--- config.mk ---
export PLATFORM = sky130hd
export DESIGN_NAME = des_round_core_flat
export DESIGN_NICKNAME = d
export VERILOG_FILES = /design/src/rtl/des_round_core_if.sv /design/src/rtl/des_round_core.sv /design/src/flat_wrapper.sv
export SDC_FILE = /design/constraint.sdc
export NUM_CORES = 1
export LEC_CHECK = 0
export ABC_AREA = 1
export BUFFER_PORTS_ARGS = -buffer_cell sky130_fd_sc_hd__clkbuf_2
export CORE_MARGIN = 2
export CORE_UTILIZATION = 25
export DETAILED_ROUTE_END_ITERATION = 7
export GPL_ROUTABILITY_DRIVEN = 0
export SKIP_CTS_REPAIR_TIMING = 1
export SYNTH_ARGS = -nofsm -noshare
export SYNTH_HDL_FRONTEND = slang
export SYNTH_SLANG_ARGS = --single-unit
--- constraint.sdc ---
create_clock -name clk -period 5.4 [get_ports clk]
set_input_delay 0.27 -clock clk [delete_from_list [all_inputs] [get_ports clk]]
set_output_delay 0.27 -clock clk [all_outputs]
set_load 0.1 [all_outputs]
--- src/rtl/des_round_core_if.sv ---
// Bus between the DES round controller and des_round_core.
//
// Signals:
//   key      - 56-bit DES key with parity dropped; bit 55 is the key MSB
//   roundSel - round index 0..15
//   decrypt  - 0: encrypt subkey order, 1: decrypt subkey order
//   R        - right half fed to the f-function; bit 1 is the MSB
//   K_sub    - selected round subkey; bit 1 is the MSB
//   P        - f(R, K_sub); bit 1 is the MSB
//   tick     - one-cycle round-step enable from the divider
//
// Modports:
//   master - the side that supplies key/round/R and consumes results
//   slave  - des_round_core
interface des_round_core_if;
  logic [55:0] key;
  logic [3:0]  roundSel;
  logic        decrypt;
  logic [1:32] R;
  logic [1:48] K_sub;
  logic [1:32] P;
  logic        tick;

  modport master (
    output key, roundSel, decrypt, R,
    input  K_sub, P, tick
  );

  modport slave (
    input  key, roundSel, decrypt, R,
    output K_sub, P, tick
  );
endinterface

--- src/rtl/des_round_core.sv ---
// DES round datapath plus round-step clock-enable divider.
//
// Subkey path: parity-stripped key -> PC-1 -> C/D rotated by the cumulative
// shift count of the selected round -> PC-2 -> K_sub.
// f-function:  E(R) xor K_sub -> S1..S8 -> P table -> P.
// Divider:     free-running DIV_LOG2-bit counter; tick is high while the
//              counter is all-ones (one pulse every 2^DIV_LOG2 cycles).
//
// Ports:
//   clk - system clock
//   rst - synchronous, active-high reset (divider, and output registers
//         when present)
//   bus - des_round_core_if.slave (key, roundSel, decrypt, R in;
//         K_sub, P, tick out)
//
// Parameters:
//   DIV_LOG2 - tick period is 2^DIV_LOG2 clk cycles, legal range 1..24
//
// Build option:
//   DES_ROUND_OUT_REG_EN - when defined, K_sub and P are registered
//   (1-cycle latency, reset to 0, updated every cycle regardless of tick).
//   When undefined, K_sub and P are purely combinational.
module des_round_core #(
  parameter int DIV_LOG2 = 2
) (
  input  logic            clk,
  input  logic            rst,
  des_round_core_if.slave bus
);

  // All tables use DES numbering: entries are 1-based, bit 1 is the MSB.
  localparam int PC1_TBL [0:55] = '{
    57, 49, 41, 33, 25, 17,  9,  1, 58, 50, 42, 34, 26, 18,
    10,  2, 59, 51, 43, 35, 27, 19, 11,  3, 60, 52, 44, 36,
    63, 55, 47, 39, 31, 23, 15,  7, 62, 54, 46, 38, 30, 22,
    14,  6, 61, 53, 45, 37, 29, 21, 13,  5, 28, 20, 12,  4
  };

  localparam int PC2_TBL [0:47] = '{
    14, 17, 11, 24,  1,  5,  3, 28, 15,  6, 21, 10,
    23, 19, 12,  4, 26,  8, 16,  7, 27, 20, 13,  2,
    41, 52, 31, 37, 47, 55, 30, 40, 51, 45, 33, 48,
    44, 49, 39, 56, 34, 53, 46, 42, 50, 36, 29, 32
  };

  localparam int E_TBL [0:47] = '{
    32,  1,  2,  3,  4,  5,  4,  5,  6,  7,  8,  9,
     8,  9, 10, 11, 12, 13, 12, 13, 14, 15, 16, 17,
    16, 17, 18, 19, 20, 21, 20, 21, 22, 23, 24, 25,
    24, 25, 26, 27, 28, 29, 28, 29, 30, 31, 32,  1
  };

  localparam int P_TBL [0:31] = '{
    16,  7, 20, 21, 29, 12, 28, 17,  1, 15, 23, 26,  5, 18, 31, 10,
     2,  8, 24, 14, 32, 27,  3,  9, 19, 13, 30,  6, 22, 11,  4, 25
  };

  // Total left rotation of C/D before PC-2 for subkey K(n+1).
  // Round 16 totals 28, i.e. back to C0/D0.
  localparam int CUM_SHIFT [0:15] = '{
    1, 2, 4, 6, 8, 10, 12, 14, 15, 17, 19, 21, 23, 25, 27, 28
  };

  // S1..S8 flattened: index = box*64 + row*16 + column.
  localparam logic [3:0] SBOX_TBL [0:511] = '{
    14, 4,13, 1, 2,15,11, 8, 3,10, 6,12, 5, 9, 0, 7,
     0,15, 7, 4,14, 2,13, 1,10, 6,12,11, 9, 5, 3, 8,
     4, 1,14, 8,13, 6, 2,11,15,12, 9, 7, 3,10, 5, 0,
    15,12, 8, 2, 4, 9, 1, 7, 5,11, 3,14,10, 0, 6,13,
    15, 1, 8,14, 6,11, 3, 4, 9, 7, 2,13,12, 0, 5,10,
     3,13, 4, 7,15, 2, 8,14,12, 0, 1,10, 6, 9,11, 5,
     0,14, 7,11,10, 4,13, 1, 5, 8,12, 6, 9, 3, 2,15,
    13, 8,10, 1, 3,15, 4, 2,11, 6, 7,12, 0, 5,14, 9,
    10, 0, 9,14, 6, 3,15, 5, 1,13,12, 7,11, 4, 2, 8,
    13, 7, 0, 9, 3, 4, 6,10, 2, 8, 5,14,12,11,15, 1,
    13, 6, 4, 9, 8,15, 3, 0,11, 1, 2,12, 5,10,14, 7,
     1,10,13, 0, 6, 9, 8, 7, 4,15,14, 3,11, 5, 2,12,
     7,13,14, 3, 0, 6, 9,10, 1, 2, 8, 5,11,12, 4,15,
    13, 8,11, 5, 6,15, 0, 3, 4, 7, 2,12, 1,10,14, 9,
    10, 6, 9, 0,12,11, 7,13,15, 1, 3,14, 5, 2, 8, 4,
     3,15, 0, 6,10, 1,13, 8, 9, 4, 5,11,12, 7, 2,14,
     2,12, 4, 1, 7,10,11, 6, 8, 5, 3,15,13, 0,14, 9,
    14,11, 2,12, 4, 7,13, 1, 5, 0,15,10, 3, 9, 8, 6,
     4, 2, 1,11,10,13, 7, 8,15, 9,12, 5, 6, 3, 0,14,
    11, 8,12, 7, 1,14, 2,13, 6,15, 0, 9,10, 4, 5, 3,
    12, 1,10,15, 9, 2, 6, 8, 0,13, 3, 4,14, 7, 5,11,
    10,15, 4, 2, 7,12, 9, 5, 6, 1,13,14, 0,11, 3, 8,
     9,14,15, 5, 2, 8,12, 3, 7, 0, 4,10, 1,13,11, 6,
     4, 3, 2,12, 9, 5,15,10,11,14, 1, 7, 6, 0, 8,13,
     4,11, 2,14,15, 0, 8,13, 3,12, 9, 7, 5,10, 6, 1,
    13, 0,11, 7, 4, 9, 1,10,14, 3, 5,12, 2,15, 8, 6,
     1, 4,11,13,12, 3, 7,14,10,15, 6, 8, 0, 5, 9, 2,
     6,11,13, 8, 1, 4,10, 7, 9, 5, 0,15,14, 2, 3,12,
    13, 2, 8, 4, 6,15,11, 1,10, 9, 3,14, 5, 0,12, 7,
     1,15,13, 8,10, 3, 7, 4,12, 5, 6,11, 0,14, 9, 2,
     7,11, 4, 1, 9,12,14, 2, 0, 6,10,13,15, 3, 5, 8,
     2, 1,14, 7, 4,10, 8,13,15,12, 9, 0, 3, 5, 6,11
  };

  // Re-insert the dropped parity positions (every 8th bit) as 0 so the
  // standard 64-bit PC-1 table applies unchanged.
  function automatic logic [1:64] expand_key(input logic [55:0] k);
    logic [1:64] r;
    r = '0;
    for (int j = 0; j < 8; j++) begin
      for (int b = 1; b <= 7; b++) begin
        r[8*j+b] = k[56-(7*j+b)];
      end
    end
    return r;
  endfunction

  function automatic logic [1:56] pc1(input logic [1:64] k);
    logic [1:56] r;
    for (int i = 1; i <= 56; i++) r[i] = k[PC1_TBL[i-1]];
    return r;
  endfunction

  function automatic logic [1:48] pc2(input logic [1:56] cd);
    logic [1:48] r;
    for (int i = 1; i <= 48; i++) r[i] = cd[PC2_TBL[i-1]];
    return r;
  endfunction

  // Left rotate toward bit 1; n = 28 degenerates cleanly to identity.
  function automatic logic [1:28] rotl28(input logic [1:28] v, input int n);
    return (v << n) | (v >> (28 - n));
  endfunction

  function automatic logic [1:48] e_expand(input logic [1:32] r);
    logic [1:48] o;
    for (int i = 1; i <= 48; i++) o[i] = r[E_TBL[i-1]];
    return o;
  endfunction

  // Row from the outer bits of each 6-bit group, column from the inner four.
  function automatic logic [1:32] sbox_sub(input logic [1:48] x);
    logic [1:32] o;
    logic [5:0]  six;
    int          idx;
    o = '0;
    for (int s = 0; s < 8; s++) begin
      six = x[6*s+1 +: 6];
      idx = s*64 + 16*int'({six[5], six[0]}) + int'(six[4:1]);
      o[4*s+1 +: 4] = SBOX_TBL[idx];
    end
    return o;
  endfunction

  function automatic logic [1:32] p_perm(input logic [1:32] s);
    logic [1:32] o;
    for (int i = 1; i <= 32; i++) o[i] = s[P_TBL[i-1]];
    return o;
  endfunction

  logic [3:0]          round_idx;
  logic [1:56]         cd0;
  logic [1:56]         cd_rot;
  logic [1:48]         k_sub_p0;
  logic [1:32]         f_out_p0;
  logic [DIV_LOG2-1:0] cnt;

  // Stage p0: combinational subkey select and f-function.
  // Decrypt walks the schedule backwards: roundSel r picks K(16-r).
  always_comb begin
    round_idx = bus.decrypt ? (4'd15 - bus.roundSel) : bus.roundSel;
    cd0       = pc1(expand_key(bus.key));
    cd_rot    = {rotl28(cd0[1:28],  CUM_SHIFT[round_idx]),
                 rotl28(cd0[29:56], CUM_SHIFT[round_idx])};
    k_sub_p0  = pc2(cd_rot);
    f_out_p0  = p_perm(sbox_sub(e_expand(bus.R) ^ k_sub_p0));
  end

`ifdef DES_ROUND_OUT_REG_EN
  logic [1:48] k_sub_p1;
  logic [1:32] f_out_p1;

  // Stage p1: output registers, loaded every cycle independent of tick.
  always_ff @(posedge clk) begin
    if (rst) begin
      k_sub_p1 <= '0;
      f_out_p1 <= '0;
    end else begin
      k_sub_p1 <= k_sub_p0;
      f_out_p1 <= f_out_p0;
    end
  end

  assign bus.K_sub = k_sub_p1;
  assign bus.P     = f_out_p1;
`else
  assign bus.K_sub = k_sub_p0;
  assign bus.P     = f_out_p0;
`endif

  always_ff @(posedge clk) begin
    if (rst) cnt <= '0;
    else     cnt <= cnt + DIV_LOG2'(1);
  end

  assign bus.tick = &cnt;

endmodule

--- src/flat_wrapper.sv ---
// flat-port wrapper written by rule: the top's interface ports become plain ports
module des_round_core_flat 
#(
  parameter int DIV_LOG2 = 2
)
  (clk, rst, bus_key, bus_roundSel, bus_decrypt, bus_R, bus_K_sub, bus_P, bus_tick);
  des_round_core_if bus_i ();
  input  logic clk;
  input  logic rst;
  input wire logic [$bits(bus_i.key)-1:0] bus_key;
  input wire logic [$bits(bus_i.roundSel)-1:0] bus_roundSel;
  input wire logic [$bits(bus_i.decrypt)-1:0] bus_decrypt;
  input wire logic [$bits(bus_i.R)-1:0] bus_R;
  output wire logic [$bits(bus_i.K_sub)-1:0] bus_K_sub;
  output wire logic [$bits(bus_i.P)-1:0] bus_P;
  output wire logic [$bits(bus_i.tick)-1:0] bus_tick;
  assign bus_i.key = bus_key;
  assign bus_i.roundSel = bus_roundSel;
  assign bus_i.decrypt = bus_decrypt;
  assign bus_i.R = bus_R;
  assign bus_K_sub = bus_i.K_sub;
  assign bus_P = bus_i.P;
  assign bus_tick = bus_i.tick;
  des_round_core #(.DIV_LOG2(DIV_LOG2)) u_core (.clk(clk), .rst(rst), .bus(bus_i));
endmodule
==> results.txt, run 1 <==
Core area = 45280 sq um
Peak Freq = 197.0 MHz
R2R Path End = u_core.cnt[1]
Reg2Reg Setup Slack = 4.63 ns
Mapped Area = 11450 sq um
I/O Buffers = 175
Peak supply drop = 0.5699 mV
Die footprint = 47510 sq um
Worst R2R Path Depth = 3
# rows = 78
Area grow syn2layout = 25.36%
Worst hold margin = 0.2240 ns
Worst setup SP type = input pin
Max FO, Critical Path = 14
Max_cap viols = 0
Finished Cell Area = 14350 sq um
Post-synth EDFFs = 0
Unrepaired setup endpoints after global routing = true
Placement-stage cell area = 14040 sq um
CP max stage cell = or2_2
Cell variety after synth = 47
Status = complete, no violations
Clock Latency Late Sink = 0.22 ns
Total CTS buffers = 3
Ys flop type = dfxtp_1
Grt ovf = 0
Hold Crit Start = rst
Max incr delay on CP = 0.35 ns
Total Routing Usage GR = 0.2119
Die width = 218.0 um
Routed WL = 52.05 mm
Vias = 16590
Final Cycle Share = 0.9400
Fin. max-slew vios = 0
Nets = 2701
Clk pin slew, worst setup/hold paths = 0.03 ns
Slew headroom = 0.5054
Slew @ Worst Pin = 0.7419 ns
CTS Buffer Depth = 2
Worst slack, placed = 0.1230 ns
Cell mode on critical path = nand2_1
Detail Placement HPWL = 42.67 mm
# fillers = 5157
Sequential area share after synthesis = 0.003498
Hold Fails Final Rpt = 0
CTS H-tree depth = 1
WL/cell = 16.58 um
LEAKAGE = 0.008071 uW
Endpoints failing setup = 0
Die height = 218.0 um
Mapped Nets = 2578
Final setup margin = 0.3242 ns
Most frequent cells in the layout = nand2_1, nand3_1, inv_1, o21ai_0, clkbuf_2
Drt pass-1 iters = 8
Yosys warns = 0
Clock Skew = 0.001094 ns
Worst Hold End = u_core.cnt[0]
Min-Delay Path Depth = 2
Syn_area_per_cell = 4.736 sq um
Crit Path Category = in2out
DR vias/cell = 5.285
Async S/R FF share, synth = 0
Most flops, register = u_core.cnt
Largest register FFs = 2
Hold Crit Class = in2reg
TritonCTS clock tree = yes
Initial antenna violation count = 2
Reg-to-reg critical path startpoint = u_core.cnt[0]
Critical Path AT = 4.81 ns
Min cycle time layout = 5.076 ns
Yosys reg bits = 2
Share of layout cells above drive strength 1 = 0.1446
Largest net degree at the start of global routing = 77
Critical Path RT = 5.13 ns
Initial Utilization = 0.2528
I/O pin count = 176
CTS sink count = 2
PD cells = 633.2 nW/um^2
DRC viols = 0
Final core utilization = 0.3169
Iter 0 DRT Violations = 2480
Mapped Cells = 2417
Number of global-route vias before repair = 14790
First-pass GRT wire length = 80.99 mm
CTS Root Cell = clkbuf_16
Regs by FF count = u_core.cnt (2)
Crit end category = primary output
Most common cell after layout, fill and taps aside = nand2_1
Post-DRT Antenna Nets = 0
-- critical path, delay by kind of cell --
kind	cells	cell delay, ns
simple gates	18	2.15
buf+inv	8	0.89
fa+ha+maj	4	0.89
compound gates	3	0.60
-- report_power, final --
part	total, uW	internal [uW]	leakage [uW]	switching, uW
Clock	109	94.0	0.0000370	14.9
Combinational	8960	2730	0.00802	6230
Sequential	16.8	16.3	0.0000167	0.549
-- Yosys cell counts, types with 3 or more instances --
cell / count / share of area
a21oi_1: 34 / 0.015
a22oi_1: 6 / 0.0039
and2_1: 3 / 0.0016
buf_1: 15 / 0.0049
buf_2: 31 / 0.014
buf_4: 19 / 0.012
buf_6: 9 / 0.0089
clkbuf_1: 28 / 0.0092
ha_1: 66 / 0.072
inv_1: 227 / 0.074
inv_2: 23 / 0.0075
mux2i_1: 9 / 0.0079
nand2_1: 1076 / 0.35
nand2_2: 50 / 0.027
nand2_4: 5 / 0.0049
nand3_1: 483 / 0.21
nand3_2: 10 / 0.0087
nand3b_1: 6 / 0.0039
nand4_1: 39 / 0.021
nor2_1: 62 / 0.020
nor2_2: 4 / 0.0022
nor2_4: 5 / 0.0049
nor3_1: 4 / 0.0017
o211ai_1: 16 / 0.010
o21ai_0: 108 / 0.047
o21ai_1: 32 / 0.014
o21ai_2: 3 / 0.0023
o22ai_1: 5 / 0.0027
or2_1: 3 / 0.0016
or2_2: 8 / 0.0044
xor2_1: 6 / 0.0046
-- routing by layer --
metal	wire length, um	part of all wire	vias to the layer above	GRT usage
li1	-	-	8047	-
met1	20460	0.39	7347	0.2686
met2	22080	0.42	981	0.3307
met3	5792	0.11	212	0.04630
met4	3700	0.071	2	0.1200
met5	11	0.00021	-	0
-- worst max path at each step --
stage / cells past startpoint / slack, ns / to / startpoint
2_1_floorplan: 33 / 0.01 / bus_P[24] / bus_decrypt
3_3_place_gp: 32 / 0.22 / bus_P[14] / bus_decrypt
3_5_place_dp: 32 / 0.12 / bus_P[14] / bus_decrypt
4_1_cts: 32 / 0.12 / bus_P[14] / bus_decrypt
5_1_grt: 29 / -0.06 / bus_P[12] / bus_decrypt
6_report: 33 / 0.32 / bus_P[7] / bus_decrypt
-- logic make-up after synthesis --
group | Yosys count | synth area share
flip-flops | 2 | 0.003498
adder cells (fa/ha/maj) | 66 | 0.07215
XOR/XNOR | 10 | 0.01060
multiplexers | 9 | 0.007871
AO/OA/AOI/OAI | 217 | 0.1066
buffers and inverters | 354 | 0.1316
AND/OR/NAND/NOR | 1759 | 0.6677
-- final cells by class --
cell class / instances / area, sq um / area share
antenna: 1 / 2.502 / 0.0001744
clock buffer: 3 / 75.07 / 0.005232
inverter: 252 / 949.7 / 0.06618
multi-input combinational: 2061 / 10050 / 0.7004
sequential: 2 / 40.04 / 0.002790
tap: 600 / 750.7 / 0.05232
timing repair buffer: 220 / 2481 / 0.1729
-- through the flow --
stage / TNS (ns) / instances / total power (uW)
2_1_floorplan: 0 / 2417 / 6049
3_3_place_gp: 0 / 3124 / 8725
3_5_place_dp: 0 / 3124 / 8741
4_1_cts: 0 / 3127 / 8872
5_1_grt: -0.1474 / 3139 / 9713
6_report: 0 / 3139 / 9085
(Power assumes the default switching activity.)
==> run 2, diff against run 1 <==
--- a/config.mk
+++ b/config.mk
@@ -11,7 +11,9 @@
 export CORE_UTILIZATION = 25
 export DETAILED_ROUTE_END_ITERATION = 7
 export GPL_ROUTABILITY_DRIVEN = 0
+export MAX_ROUTING_LAYER = met4
 export SKIP_CTS_REPAIR_TIMING = 1
+export SKIP_LAST_GASP = 1
 export SYNTH_ARGS = -nofsm -noshare
 export SYNTH_HDL_FRONTEND = slang
 export SYNTH_SLANG_ARGS = --single-unit
==> run 2 against run 1 <==
Net effect: clock power is essentially flat; clock skew unchanged; die area did not move; power hardly changed; routed wire length decreased by 0.40%; largest power group unchanged; sequential cell count stayed put; worst setup slack got worse by 0.0030 ns; count of clock-buffer cells in the layout unchanged; highest routed layer is now met4; utilization is essentially flat; critical path type unchanged; global-route usage is 0.62 points higher; worst hold slack is the same.
==> results.txt, run 2 (same netlist as run 1, synthesis figures left out) <==
Status = complete, no violations
Share of layout cells above drive strength 1 = 0.1465
Die footprint = 47510 sq um
Initial Utilization = 0.2528
Clock Latency Late Sink = 0.22 ns
CTS Buffer Depth = 2
DRC viols = 0
Regs by FF count = u_core.cnt (2)
I/O pin count = 176
PD cells = 632.1 nW/um^2
Area grow syn2layout = 25.54%
Largest register FFs = 2
Max_cap viols = 0
Routed WL = 51.84 mm
Number of global-route vias before repair = 14780
Detail Placement HPWL = 42.67 mm
WL/cell = 16.50 um
Fin. max-slew vios = 0
Pwr Total = 9083 uW
Endpoints failing setup = 0
Hold Crit Class = in2reg
Total CTS buffers = 3
First-pass GRT wire length = 81.08 mm
Most common cell after layout, fill and taps aside = nand2_1
Multi-input gate area = 10060 sq um
CTS sink count = 2
Crit end category = primary output
Vias = 16530
CP top delay family = simple AND/OR/NAND/NOR gates
Clock Skew = 0.001094 ns
Drt pass-1 iters = 6
TritonCTS clock tree = yes
CTS Root Cell = clkbuf_16
Placement-stage cell area = 14040 sq um
Slew @ Worst Pin = 0.7090 ns
Die width = 218.0 um
Slew headroom = 0.5273
Peak Freq = 196.9 MHz
Core area = 45280 sq um
Crit Path Category = in2out
Min cycle time layout = 5.079 ns
Unrepaired setup endpoints after global routing = true
Critical Path RT = 5.13 ns
Max FO, Critical Path = 22
Final Cycle Share = 0.9405
Peak supply drop = 0.5698 mV
Hold Fails Final Rpt = 0
CP max stage cell = ha_1
Die height = 218.0 um
Grt ovf = 0
Placed cells = 3124
DR vias/cell = 5.259
Finished Cell Area = 14370 sq um
Nets = 2703
Largest net degree at the start of global routing = 77
Iter 0 DRT Violations = 2507
# rows = 78
Clk pin slew, worst setup/hold paths = 0.03 ns
Most flops, register = u_core.cnt
LEAKAGE = 0.008083 uW
Critical Path AT = 4.81 ns
FF/Latch Area = 40.04 sq um
I/O Buffers = 175
Finished Layout Cells = 3142
Worst setup SP type = input pin
Max incr delay on CP = 0.40 ns
Initial antenna violation count = 2
Most frequent cells in the layout = nand2_1, nand3_1, inv_1, o21ai_0, clkbuf_2
Worst slack, placed = 0.1230 ns
Final setup margin = 0.3212 ns
Post-DRT Antenna Nets = 0
# fillers = 5160
CTS H-tree depth = 1
Cell mode on critical path = nand2_1
Total Routing Usage GR = 0.2182
WP buf/inv = 9
run 2: changes by cell type in the layout (fill, tap and decap cells not counted), moves of 2 or more:
| cell | change |
|---|---|
| nand2_1 | -2 |
| o21ai_0 | -2 |
| nand3_2 | +2 |
| o21ai_1 | +2 |
| buf_4 | +2 |
| nand3_1 | -2 |
| nand2_2 | +3 |
run 2: per-layer routing:
metal / vias to the layer above / wire, um / part of all wire / GRT usage
li1: 8059 / - / - / -
met2: 995 / 21930 / 0.42 / 0.3287
met5: - / 0 / 0 / -
met3: 209 / 5907 / 0.11 / 0.04644
met4: 0 / 3750 / 0.072 / 0.1236
met1: 7262 / 20250 / 0.39 / 0.2689
run 2: worst register-to-register path: stages, from the launching register on:
cell and delay, ns:
dfxtp_1 0.30, ha_1 0.28, inv_1 0.05, nor2_1 0.03
run 2: final timing paths:
kind | start | end | slack (ns) | cells after the start
worst max-delay path | bus_decrypt | bus_P[14] | 0.32 | 34
worst max register to register | u_core.cnt[0] | u_core.cnt[1] | 4.63 | 3
worst min-delay path | rst | u_core.cnt[0] | 0.22 | 2
worst min register to register | u_core.cnt[0] | u_core.cnt[0] | 0.42 | 1
run 2: stage by stage:
step | hold WS, ns | TNS, ns | utilization
after CTS | 0.2234 | 0 | 0.3116
after detailed placement | 0.4190 | 0 | 0.3100
after global routing | 0.2256 | -0.06492 | 0.3173
final | 0.2240 | 0 | 0.3173
after global placement | 0.4116 | 0 | 0.3100
after floorplan | 0.3367 | 0 | -
run 2: report_power, final:
group          switching, uW  internal [uW]  total, uW  leakage (uW)
Clock                   14.9           94.0        109     0.0000370
Sequential             0.549           16.3       16.8     0.0000167
Combinational           6220           2740       8960       0.00803
Total                   6240           2850       9080       0.00808
run 2: layout make-up:
class	count	area share
antenna	2	0.0003483
tap	600	0.05225
multi-input combinational	2061	0.6998
sequential	2	0.002786
inverter	252	0.06583
clock buffer	3	0.005225
timing repair buffer	222	0.1737
==> run 3, diff against run 2 <==
--- a/config.mk
+++ b/config.mk
@@ -12,6 +12,7 @@
 export DETAILED_ROUTE_END_ITERATION = 7
 export GPL_ROUTABILITY_DRIVEN = 0
 export MAX_ROUTING_LAYER = met4
+export RECOVER_POWER = 25
 export SKIP_CTS_REPAIR_TIMING = 1
 export SKIP_LAST_GASP = 1
 export SYNTH_ARGS = -nofsm -noshare
==> run 3 against run 2 <==
Net effect: power is 0.33% lower; die area stayed put; via count is 0.38% higher; utilization is 0.13 points lower; first-iteration DRC count is 3.2% lower; final cell count hardly changed; fmax is 0.69% higher; routed wire length is 0.30% higher; count of clock-buffer cells in the layout stayed put; critical endpoint is now bus_P[7]; global-route usage stayed put.
==> results.txt, run 3 (same netlist as run 1, synthesis figures left out) <==
Worst setup SP type = input pin
Worst Setup SP = bus_decrypt
Max FO, Critical Path = 14
WP buf/inv = 8
Total CTS buffers = 3
Post-DRT Antenna Nets = 0
Detail Placement HPWL = 42.67 mm
Nets = 2703
CTS Root Cell = clkbuf_16
Largest register FFs = 2
Final Cycle Share = 0.9341
Finished Cell Area = 14310 sq um
Number of global-route vias before repair = 14780
Initial Utilization = 0.2528
Critical Path RT = 5.13 ns
First-pass GRT wire length = 81.08 mm
# fillers = 5171
Setup TNS = 0 ns
Total Routing Usage GR = 0.2182
Slew @ Worst Pin = 1.214 ns
I/O pin count = 176
Worst slack, placed = 0.1230 ns
DRC viols = 0
Most flops, register = u_core.cnt
Die width = 218.0 um
Clock Latency Late Sink = 0.22 ns
Most frequent cells in the layout = nand2_1, nand3_1, inv_1, o21ai_0, clkbuf_2
Drt pass-1 iters = 7
Max incr delay on CP = 0.35 ns
Final core utilization = 0.3160
Most common cell after layout, fill and taps aside = nand2_1
Endpoints failing setup = 0
CTS sink count = 2
Min cycle time layout = 5.044 ns
Unrepaired setup endpoints after global routing = true
CTS H-tree depth = 1
GR peak layer = met2
Regs by FF count = u_core.cnt (2)
Clk pin slew, worst setup/hold paths = 0.03 ns
Share of layout cells above drive strength 1 = 0.1441
Peak supply drop = 0.5699 mV
Area grow syn2layout = 25.03%
Core area = 45280 sq um
Iter 0 DRT Violations = 2426
Peak Freq = 198.3 MHz
CP max stage cell = or2_2
CTS Buffer Depth = 2
Reg-to-reg critical path startpoint = u_core.cnt[0]
Hold Crit Class = in2reg
DR vias/cell = 5.277
CP top delay family = simple AND/OR/NAND/NOR gates
Grt ovf = 0
PD cells = 632.6 nW/um^2
WL/cell = 16.54 um
Critical Path AT = 4.77 ns
Placement-stage cell area = 14040 sq um
Routed WL = 51.99 mm
Hold Fails Final Rpt = 0
TritonCTS clock tree = yes
Finished Layout Cells = 3143
Hold Crit Start = rst
LEAKAGE = 0.008052 uW
Status = complete, no violations
Die height = 218.0 um
# rows = 78
Met3 usage = 0.04644
Fin. max-slew vios = 0
Max_cap viols = 0
Initial antenna violation count = 2
Vias = 16590
Largest net degree at the start of global routing = 77
Crit Path Category = in2out
Placed cells = 3124
Clock Skew = 0.001094 ns
Met1 usage = 0.2689
Die footprint = 47510 sq um
Slew headroom = 0.1941
Cell mode on critical path = nand2_1
Crit end category = primary output
I/O Buffers = 175
GR Util met2 = 0.3287
Final setup margin = 0.3561 ns
## run 3: changes by cell type in the layout (fill, tap and decap cells not counted)
| cell | before | now |
|---|---|---|
| clkbuf_2 | 95 | 94 |
| buf_12 | 83 | 80 |
| o22ai_1 | 5 | 6 |
| clkbuf_1 | 0 | 4 |
| diode_2 | 2 | 3 |
| o21ai_2 | 4 | 3 |
| o22ai_2 | 1 | 0 |
| o21ai_0 | 104 | 105 |
## run 3: final cells by class
cell class                      instances  area (sq um)  share of cell area
Timing Repair Buffer                  222          2446              0.1709
Antenna cell                            3         7.507           0.0005246
Sequential cell                         2         40.04            0.002798
Multi-Input combinational cell       2061         10050              0.7020
Tap cell                              600         750.7             0.05246
Inverter                              252         945.9             0.06610
Clock buffer                            3         75.07            0.005246
## run 3: layer usage
| metal | wire, um | up-vias |
|---|---|---|
| li1 | - | 8062 |
| met1 | 20220 | 7284 |
| met2 | 21930 | 1032 |
| met3 | 6030 | 209 |
| met4 | 3815 | 0 |
| met5 | 0 | - |
## run 3: through the flow
step	hold slack, ns	total power [uW]
6_report	0.2240	9054
5_1_grt	0.2256	9683
4_1_cts	0.2234	8872
3_5_place_dp	0.4190	8741
3_3_place_gp	0.4116	8725
2_1_floorplan	0.3367	6049
## run 3: report_power, final
part           leakage (uW)  internal (uW)  total, uW  switching (uW)
combinational       0.00800           2710       8930            6220
clock             0.0000370           94.0        109            14.9
sequential        0.0000167           16.3       16.8           0.549
total               0.00805           2820       9050            6230
## run 3: worst paths after layout
check                                     end  slack [ns]  cells past startpoint
worst max register to register  u_core.cnt[1]        4.63                      3
worst min register to register  u_core.cnt[0]        0.42                      1
worst max-delay path                 bus_P[7]        0.36                     33
worst min-delay path            u_core.cnt[0]        0.22                      2
## run 3: worst reg2reg max path, delay by kind of cell (launching register included)
| family | cells | cell delay, ns |
|---|---|---|
| buf+inv | 1 | 0.05 |
| flops | 1 | 0.30 |
| simple gates | 1 | 0.03 |
| fa+ha+maj | 1 | 0.28 |
